**config.mk**
```make
export PLATFORM = sky130hd
export DESIGN_NAME = rf_wport_arbiter
export DESIGN_NICKNAME = d
export VERILOG_FILES = /design/src/rtl/rf_wport_arbiter.sv
export SDC_FILE = /design/constraint.sdc
export NUM_CORES = 1
export LEC_CHECK = 0
export CAP_MARGIN = 20
export CORE_MARGIN = 4
export CORE_UTILIZATION = 45
export CTS_BUF_LIST = sky130_fd_sc_hd__clkbuf_16
export CTS_CLUSTER_DIAMETER = 100
export CTS_CLUSTER_SIZE = 20
export DETAILED_ROUTE_END_ITERATION = 10
export GPL_TIMING_DRIVEN = 0
export PLACE_DENSITY = 0.77
export SLEW_MARGIN = 20
export SYNTH_ARGS = -nofsm -noshare
export SYNTH_HDL_FRONTEND = slang
export SYNTH_SLANG_ARGS = --single-unit
```
**constraint.sdc**
```tcl
create_clock -name clk -period 2.68 [get_ports clk]
set_input_delay 0.402 -clock clk [delete_from_list [all_inputs] [get_ports clk]]
set_output_delay 0.402 -clock clk [all_outputs]
set_load 0.005 [all_outputs]
```
**src/rtl/rf_wport_arbiter.sv**
```systemverilog
// Register-file write-port arbiter: WB stage has priority, long-latency results are
// buffered in a small FIFO, a busy scoreboard tracks pending writes, and a WB bubble is requested on starvation.
module rf_wport_arbiter #(
    parameter int unsigned DATA_W     = 32,
    parameter int unsigned REG_W      = 5,
    parameter int unsigned BUF_DEPTH  = 2,
    parameter int unsigned STARVE_MAX = 4
) (
    input  logic              clk,
    input  logic              rst,
    input  logic              wb_we,
    input  logic [REG_W-1:0]  wb_rd,
    input  logic [DATA_W-1:0] wb_data,
    input  logic              mu_issue_valid,
    input  logic [REG_W-1:0]  mu_issue_rd,
    input  logic              mu_valid,
    input  logic [REG_W-1:0]  mu_rd,
    input  logic [DATA_W-1:0] mu_data,
    output logic              mu_ready,
    output logic              rf_we,
    output logic [REG_W-1:0]  rf_rd,
    output logic [DATA_W-1:0] rf_data,
    input  logic [REG_W-1:0]  id_rs1,
    input  logic [REG_W-1:0]  id_rs2,
    input  logic [REG_W-1:0]  id_rd,
    output logic              rs1_busy,
    output logic              rs2_busy,
    output logic              rd_busy,
    output logic              wb_hold
);

    localparam int unsigned PTR_W = (BUF_DEPTH > 1) ? $clog2(BUF_DEPTH) : 1;
    localparam int unsigned CNT_W = PTR_W + 1;
    localparam int unsigned SC_W  = $clog2(STARVE_MAX + 1);
    localparam int unsigned NREG  = 2 ** REG_W;

    logic [REG_W-1:0]  r_fifo_rd   [BUF_DEPTH];
    logic [DATA_W-1:0] r_fifo_data [BUF_DEPTH];
    logic [PTR_W-1:0]  r_wptr;
    logic [PTR_W-1:0]  r_rptr;
    logic [CNT_W-1:0]  r_count;
    logic [SC_W-1:0]   r_starve;
    logic              r_hold;
    logic [NREG-1:0]   r_busy;

    logic              w_empty;
    logic              w_push;
    logic              w_pop;
    logic              w_wb_win;
    logic [REG_W-1:0]  w_head_rd;
    logic [DATA_W-1:0] w_head_data;
    logic [NREG-1:0]   w_busy_nxt;

    assign w_empty     = (r_count == '0);
    assign mu_ready    = (r_count != CNT_W'(BUF_DEPTH));
    assign w_push      = mu_valid & mu_ready;
    assign w_wb_win    = wb_we & (wb_rd != '0);
    assign w_pop       = ~w_wb_win & ~w_empty;
    assign w_head_rd   = r_fifo_rd[r_rptr];
    assign w_head_data = r_fifo_data[r_rptr];
    assign wb_hold     = r_hold;

    always_comb begin
        rf_we   = 1'b0;
        rf_rd   = '0;
        rf_data = '0;
        if (w_wb_win) begin
            rf_we   = 1'b1;
            rf_rd   = wb_rd;
            rf_data = wb_data;
        end else if (w_pop) begin
            rf_we   = (w_head_rd != '0);
            rf_rd   = w_head_rd;
            rf_data = w_head_data;
        end
    end

    // FIFO storage is not reset: the pointers and count alone define validity.
    always_ff @(posedge clk) begin
        if (w_push) begin
            r_fifo_rd[r_wptr]   <= mu_rd;
            r_fifo_data[r_wptr] <= mu_data;
        end
    end

    always_ff @(posedge clk or negedge rst) begin
        if (!rst) begin
            r_wptr  <= '0;
            r_rptr  <= '0;
            r_count <= '0;
        end else begin
            if (w_push) r_wptr <= r_wptr + 1'b1;
            if (w_pop)  r_rptr <= r_rptr + 1'b1;
            case ({w_push, w_pop})
                2'b10:   r_count <= r_count + 1'b1;
                2'b01:   r_count <= r_count - 1'b1;
                default: r_count <= r_count;
            endcase
        end
    end

    // Hold pulses for one cycle after STARVE_MAX consecutive WB wins over a waiting result.
    always_ff @(posedge clk or negedge rst) begin
        if (!rst) begin
            r_starve <= '0;
            r_hold   <= 1'b0;
        end else if (w_pop || w_empty || !w_wb_win) begin
            r_starve <= '0;
            r_hold   <= 1'b0;
        end else if (r_starve == SC_W'(STARVE_MAX - 1)) begin
            r_starve <= '0;
            r_hold   <= 1'b1;
        end else begin
            r_starve <= r_starve + 1'b1;
            r_hold   <= 1'b0;
        end
    end

    // Set is applied after clear so a same-cycle issue to the popped register stays busy.
    always_comb begin
        w_busy_nxt = r_busy;
        if (w_pop)
            w_busy_nxt[w_head_rd] = 1'b0;
        if (mu_issue_valid)
            w_busy_nxt[mu_issue_rd] = 1'b1;
        w_busy_nxt[0] = 1'b0;
    end

    always_ff @(posedge clk or negedge rst) begin
        if (!rst)
            r_busy <= '0;
        else
            r_busy <= w_busy_nxt;
    end

    assign rs1_busy = r_busy[id_rs1];
    assign rs2_busy = r_busy[id_rs2];
    assign rd_busy  = r_busy[id_rd];

endmodule

```
==> summary.log <==
qor: drt.drtPass1Iterations 5
qor: finish.multiInputGateArea 2755 sq um
qor: setup_path.timing.critical_path.max_delay_family buffers and inverters
qor: timing.postLayoutSetupSlackWorst 0.04684 ns
qor: setup_path.cp-end-kind output port
qor: synth.number_of_enable_flip_flop_cells_after_synthesis 74
qor: cts.htreeDepth 4
qor: cts.clock-root-buffer sky130_fd_sc_hd__clkbuf_16
qor: drt.wire_per_inst 20.71 um
qor: synth.yosysSeqAreaShare 54.31%
qor: synth.synth_seq_cells 113
qor: timing.setup_viol 0
qor: floorplan.overall_die_area 14,980 sq um
qor: floorplan.design.core.area 12,720 sq um
qor: setup_path.timing.critical_path.slowest_cell_delay 0.47 ns
qor: power_and_ir_drop.internal_power 0.005210 W
qor: timing.least_margin_pin_slew 1.005 ns
qor: run.drv_cap 0
qor: floorplan.io-pin-count 142
qor: timing.finalWorstPathRequiredPeriod 2.633 ns
qor: synth.avgSynthCellArea 11.39 sq um
qor: synth.yosys_most_used_dff sky130_fd_sc_hd__edfxtp_1
qor: drt.wl 17.89 mm
qor: setup_path.timing.setup.critical_path_class reg -> out
qor: floorplan.fp-row-count 41
qor: finish.layout.core_utilization 66.08%
qor: power_and_ir_drop.seqPwrFrac 35.8%
qor: global_routing.grt_start_max_net_pins 23
qor: timing.layout_worst_path_cycle_share 98.25%
qor: drt.detail-route-antenna-nets 0
qor: floorplan.die_w 122.4 um
qor: timing.totalNegativeSetupSlack 0 ns
qor: power_and_ir_drop.net_switching_component_of_the_power 0.002802 W
qor: place.final_hpwl_from_detailed_placement 12.76 mm
qor: timing.timing.max_slew.rel_slack 32.73%
qor: global_routing.global_route_wire_length_before_repair 27.68 mm
qor: drt.drt_drc_violations_left 0
qor: setup_path.critical_path.max_fanout 10
qor: synth.cells_after_synth 517
qor: drt.vias_per_cell 5.784
qor: setup_path.ordered_cell_list_for_the_critical_path buf_4 -> mux2i_4 -> nand3_2 -> nor2_1 -> o21ai_0 -> clkdlybuf4s50_1
qor: power_and_ir_drop.total_leakage_power 3.370 nW
qor: power_and_ir_drop.clkPwrFrac 27.2%
qor: cts.cts_buffers 17
qor: drt.drtIter0Drc 457
qor: drt.via_count 4,997
qor: finish.layout.area.seq 3198 sq um
qor: timing.finalHoldWorstSlack 0.4617 ns
qor: cts.clk_path_buf_depth 2
qor: place.io_buffer_count 132
qor: power_and_ir_drop.report.power.total 0.008012 W
qor: power_and_ir_drop.pwr-share-comb 37.1%
qor: floorplan.die-height 122.4 um
qor: cts.clock_sink_count 113
qor: synth.post_synth_instance_area 5888 sq um
qor: finish.layout.nets 780
qor: finish.drive_above_1_share 21.97%
qor: finish.area.growth.synth_to_final 42.78%
qor: finish.n_fill_cell 961
qor: cts.cts_tree built
qor: power_and_ir_drop.max-vdd-ir-drop 0.0005788 V
qor: synth.syn_nets 618
qor: setup_path.cp_data_arrival_time 2.23 ns
qor: synth.synth-warning-count 0
qor: synth.ys_async_sr_fraction 34.51%
qor: power_and_ir_drop.power-per-cell-area 953.0 nW/um^2
qor: global_routing.via_count_of_the_first_global_routing_pass 5,247
qor: synth.synth.lib_cells_used.distinct 39
qor: setup_path.critPathRequiredTime 2.28 ns
qor: global_routing.grt_antenna_before_repair 0
qor: min_path.holdCritPathClass reg -> reg
qor: place.pre_cts_ws -0.6169 ns
qor: global_routing.grt_use_total 24.20%
qor: cts.clkLatencyLatePin 0.40 ns
qor: timing.fmax 379.8 MHz
qor: timing.skew 0.006306 ns
qor: floorplan.initial_cell_density_of_the_core 46.28%
qor: setup_path.worst_setup_start_kind flop
qor: global_routing.gr-total-overflow 0
qor: timing.hold_violations 0
qor: setup_path.worst_path_max_delay_cell sky130_fd_sc_hd__clkdlybuf4s50_1
qor: cts.cts.reportedPaths.clkPinSlew 0.05 ns
qor: outcome.run_status finished clean
qor: timing.maxSlewViolCount 0
qor: setup_path.cp_num_buf_inv 2
qor: power_and_ir_drop.power.switching_fraction 34.97%
qor: finish.num_antenna_cells 0
qor: place.finalWeightedCongestion 0.8668
[power groups by stage]
stage	logic (W)	clock network, W	registers [W]
finish	0.00297	0.00218	0.00287
CTS	0.00290	0.00219	0.00285
global route	0.00318	0.00227	0.00292
global placement	0.00265	0	0.00284
floorplan	0.00165	0	0.00271
detailed placement	0.00278	0	0.00286
[stage by stage]
stage | area (sq um) | instances
after floorplan | 5888 | 517
after global placement | 7425 | 821
after detailed placement | 7511 | 824
after CTS | 8323 | 861
after global routing | 8407 | 864
final | 8407 | 864
[cells by family (layout without fill, tap and decap cells)]
kind of cell | count (synthesis) | count (layout) | synth area share [%]
and+or+nand+nor | 175 | 175 | 13.37
DFF | 113 | 113 | 54.31
AOI/OAI and AO/OA | 108 | 108 | 13.83
muxes | 69 | 69 | 13.71
buffers and inverters | 45 | 220 | 3.612
xor gates and xnor gates | 5 | 5 | 0.7437
adders and majority gates | 2 | 2 | 0.4249
[final cells by class]
class / count / area share [%]
Clock buffer: 17 / 5.060
Clock inverter: 15 / 1.801
Timing Repair Buffer: 143 / 15.46
Tap cell: 172 / 2.560
Inverter: 8 / 0.3572
Multi-Input combinational cell: 359 / 32.77
Sequential cell: 113 / 38.04
Buffer: 37 / 3.944
[path summary, 6_finish.rpt]
| kind | startpoint | to | slack (ns) | cells after the start |
|---|---|---|---|---|
| max in group asynchronous | rst | r_busy[25]$_DFF_PN0_ | 1.66 | 3 |
| hold reg to reg | r_starve[0]$_DFF_PN0_ | r_starve[0]$_DFF_PN0_ | 0.46 | 1 |
| min in group asynchronous | rst | r_count[0]$_DFFE_PN0P_ | 0.53 | 2 |
| setup reg to reg | r_count[0]$_DFFE_PN0P_ | r_fifo_data[0][18]$_DFFE_PP_ | 0.74 | 4 |
| hold / removal | r_starve[0]$_DFF_PN0_ | r_starve[0]$_DFF_PN0_ | 0.46 | 1 |
| setup / recovery | r_rptr$_DFFE_PN0P_ | rf_we | 0.05 | 6 |
[Yosys cell counts, types with 4 or more instances]
| master | count | area, sq um |
|---|---|---|
| sky130_fd_sc_hd__clkbuf_1 | 24 | 90.09 |
| sky130_fd_sc_hd__o31ai_1 | 34 | 255.2 |
| sky130_fd_sc_hd__nand2b_1 | 9 | 56.30 |
| sky130_fd_sc_hd__buf_2 | 5 | 25.02 |
| sky130_fd_sc_hd__o41ai_1 | 29 | 254.0 |
| sky130_fd_sc_hd__a21oi_1 | 12 | 60.06 |
| sky130_fd_sc_hd__nand2_1 | 107 | 401.6 |
| sky130_fd_sc_hd__buf_6 | 5 | 56.30 |
| sky130_fd_sc_hd__inv_1 | 8 | 30.03 |
| sky130_fd_sc_hd__nor2b_1 | 10 | 62.56 |
| sky130_fd_sc_hd__and3_1 | 5 | 31.28 |
| sky130_fd_sc_hd__edfxtp_1 | 74 | 2222 |
| sky130_fd_sc_hd__nor3b_1 | 4 | 30.03 |
| sky130_fd_sc_hd__nor2_1 | 14 | 52.55 |
| sky130_fd_sc_hd__mux2i_1 | 57 | 570.6 |
| sky130_fd_sc_hd__o2111ai_1 | 9 | 78.83 |
| sky130_fd_sc_hd__nand3_1 | 14 | 70.07 |
| sky130_fd_sc_hd__xnor2_1 | 4 | 35.03 |
| sky130_fd_sc_hd__o21ai_0 | 7 | 35.03 |
| sky130_fd_sc_hd__mux4_2 | 9 | 202.7 |
| sky130_fd_sc_hd__dfrtp_1 | 39 | 975.9 |
| sky130_fd_sc_hd__a22oi_1 | 7 | 52.55 |
[layout by cell type, fill, tap and decap left out, drive strengths merged, types with 2 or more instances in the layout]
cell           count
nand2            107
clkdlybuf4s50     90
edfxtp            74
mux2i             57
buf               56
clkbuf            43
dfrtp             39
o31ai             34
o41ai             29
nand3             14
nor2              14
a21oi             12
inv               10
nor2b             10
nand2b             9
mux4               9
o2111ai            9
clkinv             8
a22oi              7
o21ai              7
and3               5
nor3b              4
xnor2              4
dlygate4sd2        4
mux2               3
a211oi             3
o211ai             3
nand4              3
bufinv             3
dlymetal6s2s       3
a32oi              2
and3b              2
nor3               2
ha                 2
clkinvlp           2
[metal layers]
metal  part of all wire (%)  global-route usage [%]
met1                     39                   28.63
met2                     50                   41.29
met3                    8.3                   6.590
met4                    2.9                   10.78
met5                      0                       0
[repair_timing]
item	4_1_cts	5_1_grt
cloned	1	0
pin swaps	4	4
endpoints found under the hold margin	21	0
resized for setup	224	18
hold buffers	1	0
setup buffers	3	3
setup endpoints to repair	40	23
[worst register-to-register path: stages, from the launching register on]
cell	delay, ns
sky130_fd_sc_hd__dfrtp_1	0.44
sky130_fd_sc_hd__nand2b_1	0.23
sky130_fd_sc_hd__nand2_1	0.20
sky130_fd_sc_hd__nor2_4	0.53
sky130_fd_sc_hd__buf_16	0.25
[registers in the layout, summed over array words and instances, names as in the netlist]
signal and cells:
r_busy 31, wb_hold 1, r_rptr 1, r_wptr 1, r_count 2, r_fifo_rd 10, r_starve 3, r_fifo_data 64
No activity file was read; power rests on OpenSTA's default activity.
